--- src/rtl/shadow_or_miss_arb.sv ---
// rtl/shadow_or_miss_arb.sv - two-port round-robin merge of shadow/miss results into one FIFO; optional grant counters under SHADOW_ARB_STATS_EN
module shadow_or_miss_arb #(
    parameter int  DEPTH = 4,
    parameter int  CNT_W = 16,
    parameter int  RAY_W = 8,
    localparam int DW    = RAY_W + 2,
    localparam int NW    = $clog2(DEPTH) + 1
) (
    input  logic             clk,
    input  logic             rst,
    input  logic             ss_valid,
    input  logic [DW-1:0]    ss_data,
    output logic             ss_stall,
    input  logic             si_valid,
    input  logic [DW-1:0]    si_data,
    output logic             si_stall,
    output logic             som_valid,
    output logic [DW-1:0]    som_data,
    input  logic             som_stall,
    output logic [NW-1:0]    num_in_fifo,
    output logic [CNT_W-1:0] ss_grants,
    output logic [CNT_W-1:0] si_grants
);

    typedef struct packed {
        logic [RAY_W-1:0] ray_id;
        logic             is_shadow;
        logic             is_miss;
    } shadow_or_miss_t;

    localparam int          AW       = $clog2(DEPTH);
    localparam logic [NW-1:0] FULL_CNT = NW'(DEPTH);

    shadow_or_miss_t r_mem [DEPTH];
    logic [AW-1:0]   r_wr_ptr;
    logic [AW-1:0]   r_rd_ptr;
    logic [NW-1:0]   r_count;
    logic            r_tok;

    logic            w_full;
    logic            w_empty;
    logic            w_ss_acc;
    logic            w_si_acc;
    logic            w_push;
    logic            w_pop;
    shadow_or_miss_t w_push_data;

    assign w_full  = (r_count == FULL_CNT);
    assign w_empty = (r_count == '0);

    // A port stalls when the FIFO is full or the other port holds priority and is
    // requesting; both stalls are forced low while reset is asserted.
    assign ss_stall = rst & (w_full | ( r_tok & si_valid));
    assign si_stall = rst & (w_full | (~r_tok & ss_valid));

    // The token makes these mutually exclusive: the non-priority port only
    // proceeds when the priority port is idle.
    assign w_ss_acc    = rst & ss_valid & ~ss_stall;
    assign w_si_acc    = rst & si_valid & ~si_stall;
    assign w_push      = w_ss_acc | w_si_acc;
    assign w_push_data = w_ss_acc ? ss_data : si_data;
    assign w_pop       = ~w_empty & ~som_stall;

    assign som_valid   = ~w_empty;
    assign som_data    = r_mem[r_rd_ptr];
    assign num_in_fifo = r_count;

    // Storage array needs no reset; validity is tracked by r_count.
    always_ff @(posedge clk) begin
        if (w_push) begin
            r_mem[r_wr_ptr] <= w_push_data;
        end
    end

    // Pointers, occupancy and priority token; pointers wrap naturally at DEPTH.
    always_ff @(posedge clk or negedge rst) begin
        if (!rst) begin
            r_wr_ptr <= '0;
            r_rd_ptr <= '0;
            r_count  <= '0;
            r_tok    <= 1'b0;
        end else begin
            if (w_push) begin
                r_wr_ptr <= r_wr_ptr + AW'(1);
                r_tok    <= w_ss_acc;
            end
            if (w_pop) begin
                r_rd_ptr <= r_rd_ptr + AW'(1);
            end
            case ({w_push, w_pop})
                2'b10:   r_count <= r_count + NW'(1);
                2'b01:   r_count <= r_count - NW'(1);
                default: r_count <= r_count;
            endcase
        end
    end

`ifdef SHADOW_ARB_STATS_EN
    logic [CNT_W-1:0] r_ss_grants;
    logic [CNT_W-1:0] r_si_grants;

    // Saturating per-port accept counters.
    always_ff @(posedge clk or negedge rst) begin
        if (!rst) begin
            r_ss_grants <= '0;
            r_si_grants <= '0;
        end else begin
            if (w_ss_acc && (r_ss_grants != {CNT_W{1'b1}})) begin
                r_ss_grants <= r_ss_grants + CNT_W'(1);
            end
            if (w_si_acc && (r_si_grants != {CNT_W{1'b1}})) begin
                r_si_grants <= r_si_grants + CNT_W'(1);
            end
        end
    end

    assign ss_grants = r_ss_grants;
    assign si_grants = r_si_grants;
`else
    assign ss_grants = '0;
    assign si_grants = '0;
`endif

endmodule

--- config.mk ---
export PLATFORM = sky130hd
export DESIGN_NAME = shadow_or_miss_arb
export DESIGN_NICKNAME = d
export VERILOG_FILES = /design/src/rtl/shadow_or_miss_arb.sv
export SDC_FILE = /design/constraint.sdc
export NUM_CORES = 1
export LEC_CHECK = 0
export BUFFER_PORTS_ARGS = -buffer_cell sky130_fd_sc_hd__buf_2
export CORE_UTILIZATION = 45
export DETAILED_ROUTE_END_ITERATION = 8
export PLACE_DENSITY = 0.81
export SLEW_MARGIN = 20
export SYNTH_ARGS = -nofsm -noshare
export SYNTH_HDL_FRONTEND = slang
export SYNTH_SLANG_ARGS = --single-unit
--- constraint.sdc ---
create_clock -name clk -period 3.25 [get_ports clk]
set_input_delay 0.4875 -clock clk [delete_from_list [all_inputs] [get_ports clk]]
set_output_delay 0.4875 -clock clk [all_outputs]
set_load 0.01 [all_outputs]
==> qor.csv <==
stage,metric,value,unit
route,average wire per cell in the routed design,13.79,um
finish,proportion of layout cells with a drive suffix above 1,38.17,%
grt,total routing usage reported by global routing,13.90,%
synthesis,Netlist Area Pre-Place,0.002341,mm^2
timing,final-report max-slew violation count,0,
timing,highest clock rate,425.2,MHz
critical_path,crit path DAT,1.86,ns
route,via density per instance,4.458,
run_status,status,"complete, no violations",
synthesis,Syn Area/Cell,16.49,um^2
route,count of nets left with antenna violations after detail routing,0,
floorplan,Chip Height,74.13,um
timing,Final setup viols,0,
synthesis,synthesized instance count,142,
placement,routability congestion estimate from global placement,0.8103,
clock_tree,CTS tree,yes,
finish,Final Non-Filler Cells,253,
finish,area growth from synthesis to layout,10.90,%
clock_tree,total number of H-tree levels,2,
route,final WL,3489,um
critical_path,nature of the critical path startpoint,register,
timing,part of the cycle the worst path needs,72.37,%
placement,total of buffers placed on input and output ports,40,
synthesis,number of enable-type register cells in the synthesized netlist,40,
floorplan,horizontal die dimension,74.13,um
clock_tree,CTS max path bufs,2,
floorplan,number of primary I/O pins,73,
clock_tree,root buffer cell,clkbuf_8,
clock_tree,clock-pin slew on the worst setup and hold paths,0.09,ns
placement,Post-DP HPWL,2398,um
synthesis,async set-or-reset flop fraction in the synthesized netlist,16.67,%
job,max-cap viol count,0,
power,leakage component of the power,0.001065,uW
timing,unrepaired setup endpoints after global routing,no,
route,overall via count from detail_route,1128,
timing,Fin Setup TNS,0,ns
route,DRC violation total after the first TritonRoute iteration,38,
clock_tree,Hold Buf Count CTS,0,
critical_path,r2r worst-path depth,9,
placement,total cell area at the placement stage,0.002481,mm^2
timing,slew at the pin closest to its max-slew limit,0.7109,ns
grt,largest net degree at the start of global routing,17,
timing,total count of hold-check failures in the final report,0,
synthesis,number of distinct library cell variants in the gate-level netlist after synthesis,28,
route,number of detailed-routing iterations run before antenna repair,4,
clock_tree,clock network latency to the later pin of the worst-skew pair,0.31,ns
grt,global-route wire length before repair,5147,um
timing,setup clock skew after layout,0.003520,ns
synthesis,prevailing post-synth register cell,edfxtp_1,
critical_path,Crit Path Category,register to output pin,
synthesis,number of warnings issued by yosys,0,
grt,gr ovfl total,0,
finish,Final Cell Area,0.002596,mm^2
floorplan,Floorplan Core Area,0.004848,mm^2
synthesis,sequential element share of the synthesized area,59.86,%
finish,"top library cells by usage in the layout, fill and taps aside","buf_2 (40), edfxtp_1 (40), conb_1 (32)",
critical_path,maximum net fanout on the critical path,12,
synthesis,count of state elements after synthesis,48,
min_path,type of the worst min-delay path,primary input to async pin,
floorplan,Core Rows,25,
route,total DRC errors in the routed layout,0,
clock_tree,post-CTS repair timing setup buffer count,0,
clock_tree,number of buffers created by CTS,5,
finish,# nets final,216,
placement,placed cell count,245,
clock_tree,cells resized by post-CTS repair,0,
power,pwr/cell area,785.0,mW/mm^2
floorplan,Die Area,0.005495,mm^2
timing,Final Critical Period,2.352,ns
critical_path,required arrival time at the worst endpoint,2.76,ns
timing,Worst slew margin,52.61,%
grt,via count of the first global-routing pass,1069,
critical_path,capturing element type of the critical path,output pin,
finish,ant diodes,0,
grt,antenna violations before repair,0,
power,peak supply drop,0.0005313,V
clock_tree,Sink Count,48,
floorplan,Initial Util,48.28,%
==> final cells by class <==
class	instances	area, um^2
Sequential cell	48	1401
Clock inverter	3	46.29
Multi-Input combinational cell	83	769.5
Tap cell	67	83.83
Inverter	7	26.28
Clock buffer	5	68.82
Fill cell	405	2252
Timing Repair Buffer	40	200.2
==> worst paths after layout <==
check	startpoint	to	slack, ns
hold reg to reg	num_in_fifo[2]	num_in_fifo[2]	0.53
min in group clk	si_valid	r_tok	0.43
setup reg to reg	num_in_fifo[0]	num_in_fifo[2]	1.02
max in group asynchronous	rst	r_rd_ptr[0]	3.00
setup / recovery	r_rd_ptr[0]	som_data[9]	0.90
hold / removal	rst	num_in_fifo[0]	0.04
==> flip-flops by register name (all words and copies together), names as in the netlist <==
signal / flops
r_wr_ptr: 2
r_rd_ptr: 2
r_tok: 1
num_in_fifo: 3
r_mem: 40
==> routing by layer <==
| metal | vias to the layer above | track usage, % | part of all wire, % |
|---|---|---|---|
| li1 | 538 | - | - |
| met1 | 538 | 15.93 | 42 |
| met2 | 44 | 23.13 | 51 |
| met3 | 8 | 4.878 | 5.4 |
| met4 | 0 | 7.051 | 2.1 |
| met5 | - | 0 | 0 |
==> critical path, stage by stage, from the launching register on <==
cell and delay, ns:
dfrtp_1 0.81, mux4_2 0.60, buf_2 0.16
==> per-stage QoR <==
| step | util (%) | hold WS [ns] | total power [uW] | setup WS [ns] |
|---|---|---|---|---|
| after floorplan | - | 0.1919 | 1435 | 1.107 |
| after global placement | 51.17 | 0.3692 | 1606 | 1.099 |
| after detailed placement | 51.17 | 0.3745 | 1629 | 1.041 |
| after CTS | 53.55 | 0.03464 | 2065 | 0.8295 |
| after global routing | 53.55 | 0.04536 | 2159 | 0.7468 |
| final | 53.55 | 0.03759 | 2038 | 0.8979 |
==> Yosys cell counts, drive strengths merged, types with 2 or more instances <==
| cell | instances | area, um^2 |
|---|---|---|
| a21boi | 2 | 15.01 |
| and2 | 4 | 25.02 |
| buf | 34 | 256.5 |
| dfrtp | 8 | 200.2 |
| edfxtp | 40 | 1201 |
| ha | 5 | 62.56 |
| inv | 7 | 26.28 |
| mux2 | 11 | 161.4 |
| mux4 | 10 | 225.2 |
| nor2 | 2 | 7.510 |
| xnor2 | 2 | 17.52 |
| xor2 | 4 | 35.03 |
==> cell families (layout without fill, tap and decap cells) <==
family                   count (synthesis)  count (layout)  share of synthesized area [%]
flip-flops                              48              48                          59.86
buffers and inverters                   42              55                          12.24
multiplexers                            22              22                          16.94
AND/OR/NAND/NOR                         12              12                          3.314
adder cells (fa/ha/maj)                  6               6                          3.528
XOR/XNOR                                 6               6                          2.245
AO/OA/AOI/OAI                            5               5                          1.710
other                                    1              32                         0.1602
==> report_power, final <==
group / leakage [uW] / total (uW) / internal (uW) / switching [uW]
Combinational: 0.000553 / 657 / 339 / 318
Clock: 0.0000548 / 435 / 232 / 203
Sequential: 0.000457 / 946 / 822 / 125
Total: 0.00107 / 2040 / 1390 / 646
Note: power is estimated with default switching activity, not from simulation.
